$ cat src/rtl/ula_op_sequencer.sv
// rtl/ula_op_sequencer.sv - pops operands, drives the ALU selects and pushes the result for one opcode
// Handshakes with the data stack are bounded by TIMEOUT; an expired wait sets the sticky ERR flag.
module ula_op_sequencer #(
   parameter int TIMEOUT = 16
) (
   input  logic       clk,
   input  logic       rst_n,
   input  logic       OP_VALID,
   input  logic [3:0] OP_CODE,
   output logic       OP_READY,
   output logic       POP_REQ,
   input  logic       POP_ACK,
   output logic       PUSH_REQ,
   input  logic       PUSH_ACK,
   output logic [1:0] SEL_MUX1,
   output logic [1:0] SEL_MUX2,
   output logic [3:0] SEL_ULA,
   output logic       CTRL_REG_OP1,
   output logic       CTRL_REG_OP2,
   output logic       CTRL_REG_COMP,
   output logic       CTRL_REG_OVERFLOW,
   output logic       DONE,
   output logic       ERR
);

   localparam logic [2:0] S_IDLE = 3'd0;
   localparam logic [2:0] S_POP1 = 3'd1;
   localparam logic [2:0] S_POP2 = 3'd2;
   localparam logic [2:0] S_EXEC = 3'd3;
   localparam logic [2:0] S_PUSH = 3'd4;

   localparam logic [7:0] WAIT_LAST = 8'(TIMEOUT - 1);

   logic [2:0] state;
   logic [2:0] state_nxt;
   logic [3:0] op_q;
   logic [7:0] wait_cnt;
   logic       ready_q;
   logic       err_q;
   logic       err_nxt;
   logic       accept;

   logic       cls_c;
   logic       cls_u1;
   logic       cls_u2;
   logic       single_pop;
   logic       uses_ovf;
   logic       timed_out;

   // Opcode classes, decoded from the latched opcode so they stay valid for the whole operation.
   assign cls_c      = (op_q >= 4'd9) && (op_q <= 4'd11);
   assign cls_u2     = (op_q >= 4'd5) && (op_q <= 4'd8);
   assign cls_u1     = (op_q == 4'd4) || (op_q == 4'd12);
   assign single_pop = cls_u1 || cls_u2;
   assign uses_ovf   = (op_q <= 4'd2);
   assign timed_out  = (wait_cnt == WAIT_LAST);

   assign accept   = OP_VALID && ready_q;
   assign OP_READY = ready_q;
   assign ERR      = err_q;

   always_comb begin
      state_nxt         = state;
      err_nxt           = err_q;
      POP_REQ           = 1'b0;
      PUSH_REQ          = 1'b0;
      SEL_MUX1          = 2'b00;
      SEL_MUX2          = 2'b00;
      SEL_ULA           = 4'd0;
      CTRL_REG_OP1      = 1'b0;
      CTRL_REG_OP2      = 1'b0;
      CTRL_REG_COMP     = 1'b0;
      CTRL_REG_OVERFLOW = 1'b0;
      DONE              = 1'b0;

      if (state == S_EXEC || state == S_PUSH) begin
         SEL_ULA  = op_q;
         SEL_MUX1 = cls_u2 ? 2'b00 : 2'b11;
         SEL_MUX2 = cls_u1 ? 2'b00 : 2'b11;
      end

      case (state)
         S_IDLE: begin
            if (accept) begin
               state_nxt = S_POP1;
               err_nxt   = 1'b0;
            end
         end
         S_POP1: begin
            POP_REQ = 1'b1;
            // The ACK is checked before the timeout so a late ACK still completes the pop.
            if (POP_ACK) begin
               CTRL_REG_OP1 = !cls_u2;
               CTRL_REG_OP2 = cls_u2;
               state_nxt    = single_pop ? S_EXEC : S_POP2;
            end else if (timed_out) begin
               state_nxt = S_IDLE;
               err_nxt   = 1'b1;
            end
         end
         S_POP2: begin
            POP_REQ = 1'b1;
            if (POP_ACK) begin
               CTRL_REG_OP2 = 1'b1;
               state_nxt    = S_EXEC;
            end else if (timed_out) begin
               state_nxt = S_IDLE;
               err_nxt   = 1'b1;
            end
         end
         S_EXEC: begin
            CTRL_REG_OVERFLOW = uses_ovf;
            CTRL_REG_COMP     = cls_c;
            if (cls_c) begin
               DONE      = 1'b1;
               state_nxt = S_IDLE;
            end else begin
               state_nxt = S_PUSH;
            end
         end
         S_PUSH: begin
            PUSH_REQ = 1'b1;
            if (PUSH_ACK) begin
               DONE      = 1'b1;
               state_nxt = S_IDLE;
            end else if (timed_out) begin
               state_nxt = S_IDLE;
               err_nxt   = 1'b1;
            end
         end
         default: begin
            state_nxt = S_IDLE;
         end
      endcase
   end

   always_ff @(posedge clk or negedge rst_n) begin
      if (!rst_n) begin
         state    <= S_IDLE;
         op_q     <= 4'd0;
         wait_cnt <= 8'd0;
         ready_q  <= 1'b0;
         err_q    <= 1'b0;
      end else begin
         state   <= state_nxt;
         ready_q <= (state_nxt == S_IDLE);
         err_q   <= err_nxt;
         if (accept) begin
            op_q <= OP_CODE;
         end
         // Any state change restarts the wait, which covers every entry to POP1, POP2 and PUSH.
         if (state_nxt != state || state == S_IDLE || state == S_EXEC) begin
            wait_cnt <= 8'd0;
         end else begin
            wait_cnt <= wait_cnt + 8'd1;
         end
      end
   end

endmodule

$ cat config.mk
export PLATFORM = sky130hd
export DESIGN_NAME = ula_op_sequencer
export DESIGN_NICKNAME = d
export VERILOG_FILES = /design/src/rtl/ula_op_sequencer.sv
export SDC_FILE = /design/constraint.sdc
export NUM_CORES = 1
export LEC_CHECK = 0
export CELL_PAD_IN_SITES_DETAIL_PLACEMENT = 1
export CELL_PAD_IN_SITES_GLOBAL_PLACEMENT = 2
export CORE_AREA = 2 2 62 64
export CTS_CLUSTER_DIAMETER = 80
export DETAILED_ROUTE_END_ITERATION = 10
export DIE_AREA = 0 0 64 66
export HOLD_SLACK_MARGIN = 0.05
export PLACE_DENSITY_LB_ADDON = 0.12
export SLEW_MARGIN = 20
export SYNTH_ARGS = -nofsm -noshare
export SYNTH_HDL_FRONTEND = slang
export SYNTH_SLANG_ARGS = --single-unit
$ cat constraint.sdc
create_clock -name clk -period 4.2 [get_ports clk]
set_input_delay 1.26 -clock clk [delete_from_list [all_inputs] [get_ports clk]]
set_output_delay 1.26 -clock clk [all_outputs]
set_load 0.02 [all_outputs]
### Word-level counts from Yosys, hierarchy flattened

Index checks and enable logic that the tools add are counted.

| storage, ports and cells | value |
|---|---|
| bits in registers | 17 |
| latch bits | 0 |
| memory bits (writable) | 0 |
| memory bits (read-only) | 0 |
| input port bits | 9 |
| output and inout bits | 17 |
| memories | 0 |

| operators by class | value |
|---|---|
| add/subtract/negate cells | 1 |
| multipliers | 0 |
| divide/modulo/power cells | 0 |
| magnitude comparators | 5 |
| equality and inequality tests | 11 |
| shifts and indexed selects | 0 |
| multiplexer cells | 31 |
| bitwise logic cells | 0 |
| reductions and logical operators | 14 |

Operators with widths:

| kind | count |
|---|---|
| 2-to-1 mux 3 bit | 6 |
| 2-to-1 mux 1 bit | 15 |
| case mux 3 bit (5 select lines) | 1 |
| adder 8 x 1 -> 8 bit, second input constant | 1 |
| == test 8 x 4 -> 1 bit, second input constant | 1 |
| <= comparator 4 bit, second input constant | 2 |
| 2-to-1 mux 2 bit | 4 |
| 2-to-1 mux 8 bit | 1 |
| == test 3 x 2 -> 1 bit, second input constant | 2 |
| logical NOT 3 bit | 2 |
| != test 2 bit, second input constant | 3 |
| logical OR 1 bit | 5 |
| == test 4 x 3 -> 1 bit, second input constant | 1 |
| == test 4 bit, second input constant | 1 |
| >= comparator 4 x 3 -> 1 bit, second input constant | 1 |
| >= comparator 4 bit, second input constant | 1 |
| <= comparator 4 x 2 -> 1 bit, second input constant | 1 |
| 2-to-1 mux 4 bit | 1 |
| case mux 1 bit (2 select lines) | 2 |
| AND reduction 4 bit | 1 |
| == test 3 x 1 -> 1 bit, second input constant | 1 |
| == test 3 bit, second input constant | 1 |
| logical AND 1 bit | 3 |
| != test 3 bit | 1 |
| 4 further kinds | 4 |

### Logic depth before layout (Yosys ltp)

| depth | value |
|---|---|
| word-level depth | 10 |
| depth in mapped cells | 6 |
| depth with buffers taken out | 5 |

### Worst setup path before layout

No wires, ideal clock.

| timing | value |
|---|---|
| kind | in2out |
| from | in POP_ACK |
| to | out CTRL_REG_OP1 |
| data arrival time | 1,842 ps |
| required time | 2,940 ps |
| path slack | 1,098 ps |
| cell stages on the path | 2 |
| buffers on the path | 0 |
| cell sequence | nand2b_1 > nor3_1 |

| on the way | value |
|---|---|
| word-level cells in the longest chain between the ends | 2 |

RTL lines:

| element | RTL line | RTL |
|---|---|---|
| start: declaration | 12 | `input logic POP_ACK,` |
| 2-to-1 mux 1 bit | 92 | `if (POP_ACK) begin` |
| 2-to-1 mux 1 bit | 82 | `case (state)` |
| end: declaration | 18 | `output logic CTRL_REG_OP1,` |

Every way passes these cells.

### Final worst setup path

Ends and elaborated chain as after synthesis.

==> impl_metrics.tcl <==
set metrics [dict create \
    n_fill_cell 400 \
    whs_ps 479 \
    layoutNonFillerInstCount 182 \
    root_buffer "clkbuf_4" \
    slowest_stage "clkdlybuf4s50_1" \
    ys_top_cells_by_area "dfrtp_1 (39%), nor4_1 (4.5%), mux2_2 (4.1%), xnor2_1 (3.2%), and3_1 (2.8%)" \
    grtUsageTotal 0.139 \
    place.gp.congestion 0.787 \
    synthTopCellsByCount "dfrtp_1 (17), nor4_1 (8), nor2_1 (6)" \
    synth-seq-cells 17 \
    grt_first_pass_wirelength_um 4440 \
    synth_top_area_share 0.385 \
    cts_tree "built" \
    syn_inst 111 \
    drive_above_1_share 0.134 \
    path_max_fanout 4 \
    cts_buffers 3 \
    ys_seq_area_frac 0.385 \
    synth_ff_type "dfrtp_1" \
    cp_top_family "buffers and inverters" \
    crit_buf_inv 2 \
    yosysWarnings 0 \
    regArea_um2 425 \
    synth_fa_ha_area_frac 0.0113 \
    synth_cell_types 43 \
    dp_hpwl_um 2080 \
    synth-edff-count 0 \
    postCtsSetupBuffers 0 \
    synth_xor_area_frac 0.0476 \
    coreArea_um2 3550 \
    critPathKind "input port to output pin" \
    synth_compound_area_frac 0.179 \
    netlist_area_um2 1100 \
    n_antenna_cell 0 \
    pwr_density_cell_nw_per_um2 632 \
    rsz0062_at_grt "no" \
    fin_skew_ps 3.38 \
    yosysMostFrequentCell "dfrtp_1" \
    final.setup.tns_ps 0 \
    status "completed" \
    dp.cells 178 \
    syn_nets 121 \
    max-cap-violations 0 \
    period_share 0.937 \
    postCtsHoldBufs 0 \
    reg2reg_depth 4 \
    finalCriticalPeriod_ps 3930 \
    htree_levels 1 \
    critPathLaunchType "input port" \
    async_flop_share 1.00 \
    path_cells "clkdlybuf4s50_1, nand2b_1, nor3_1, clkdlybuf4s50_1" \
    grt_overflow 0 \
    multi_input_area_um2 623 \
    antenna_found_initial 0 \
    final_max_slew_viol_count 0 \
    setup_violations 0 \
    die_x_um 64 \
    drc 0 \
    vias_per_cell 5.03 \
    firstDrtPassIters 4 \
    portBuffers 25 \
    worstMarginPinSlew_ps 768 \
    die_h_um 66 \
    syn_area_per_cell_um2 9.95 \
    ir_drop_uv 191 \
    crit_top_cell "clkdlybuf4s50_1" \
    synth-simple-area-share 0.276 \
    hold_class "register to register" \
    row_count 22 \
    drt-total-wl_um 2660 \
    vias 916 \
    area_growth_pct 27.7 \
    initial_core_util 0.311 \
    drt_iter0_drc 56 \
    wl_per_cell_um 14.6 \
    arrival_ps 2670 \
    synth_top_family_by_area "simple AND/OR/NAND/NOR gates" \
    clk_pin_slew_ps 90 \
    p_leak_nw 0.573 \
    cts_resized 0 \
    grt_pass1_vias 906 \
    cts.sinks 17 \
    holdPathStages 1 \
    cpPeakStageDelay_ps 630 \
    worstSetupEndpointType "output pin" \
    dieArea_um2 4220 \
    grt_start_max_net_pins 18 \
    worstSetupPathDepth 4 \
    pin_count 26 \
    cts_buffer_depth 2 \
    relSlewSlack 0.486 \
    fmax_ghz 0.254 \
    clk_latency_ps 290 \
    synthMuxAreaShare 0.0498 \
    ant_nets 0 \
    synth_top_area_cell "dfrtp_1" \
    nets 145 \
    hold_violations 0 \
    cp.required_ps 2940 \
]
-- state kept, by name, indices dropped and copies added, names as in the netlist --
register  count
ERR           1
OP_READY      1
op_q          4
state         3
wait_cnt      8
-- per-layer routing --
metal	track usage	vias to the layer above	part of all wire
li1	-	450	-
met1	0.176	440	0.48
met2	0.229	22	0.47
met3	0.0239	4	0.038
met4	0.0652	0	0.017
met5	0	-	0
-- cell type report --
cell class                      count  share of cell area
Timing Repair Buffer               26               0.183
Multi-Input combinational cell     82               0.441
Clock buffer                        4              0.0186
Sequential cell                    17               0.301
Tap cell                           48              0.0426
Inverter                            5              0.0133
-- stage by stage --
step	worst slack [ps]	power (mW)	util	instance area, µm²
floorplan	1100	0.638	-	1100
global placement	296	0.809	0.390	1390
detailed placement	253	0.819	0.390	1390
CTS	242	0.911	0.397	1410
global route	192	0.967	0.397	1410
finish	267	0.891	0.397	1410
-- worst register-to-register path, stage by stage (launching register included) --
cell,delay [ps]
dfrtp_1,540
or3b_1,540
nor2_1,150
a22oi_2,170
nor4_1,280
-- logic make-up (layout without fill, tap and decap cells) --
kind of cell,count (synthesis),after routing
multiplexers,5,5
flip-flops,17,17
XOR/XNOR,6,6
AND/OR/NAND/NOR,48,48
AO/OA/AOI/OAI,22,22
adder cells (fa/ha/maj),1,1
buffers and inverters,12,35
-- layout by cell type (no fill, tap or decap), drive strengths merged, types with 3 or more instances in the layout --
master,instances
nand2b,4
a21oi,6
dfrtp,17
clkbuf,4
nor2,6
and2,5
clkdlybuf4s50,25
and3,5
nand2,4
nor4,9
a21o,3
nand3b,3
xnor2,4
or3b,3
inv,5
mux2,4
-- power by group --
part           switching [mW]  internal, mW
combinational           0.280         0.242
sequential             0.0741         0.209
clock                  0.0491        0.0369
total                   0.403         0.488
-- worst paths after layout --
| kind | from | to | slack [ps] |
|---|---|---|---|
| max | POP_ACK | CTRL_REG_OP1 | 270 |
| min | wait_cnt[0]$_DFF_PN0_ | wait_cnt[0]$_DFF_PN0_ | 480 |
| max reg2reg | state[0]$_DFF_PN0_ | wait_cnt[6]$_DFF_PN0_ | 2430 |
| min reg2reg | wait_cnt[0]$_DFF_PN0_ | wait_cnt[0]$_DFF_PN0_ | 480 |
| max in group asynchronous | rst_n | op_q[3]$_DFFE_PN0P_ | 2310 |
| min in group asynchronous | rst_n | state[0]$_DFF_PN0_ | 1410 |
Power figures use the tool's default switching activity.
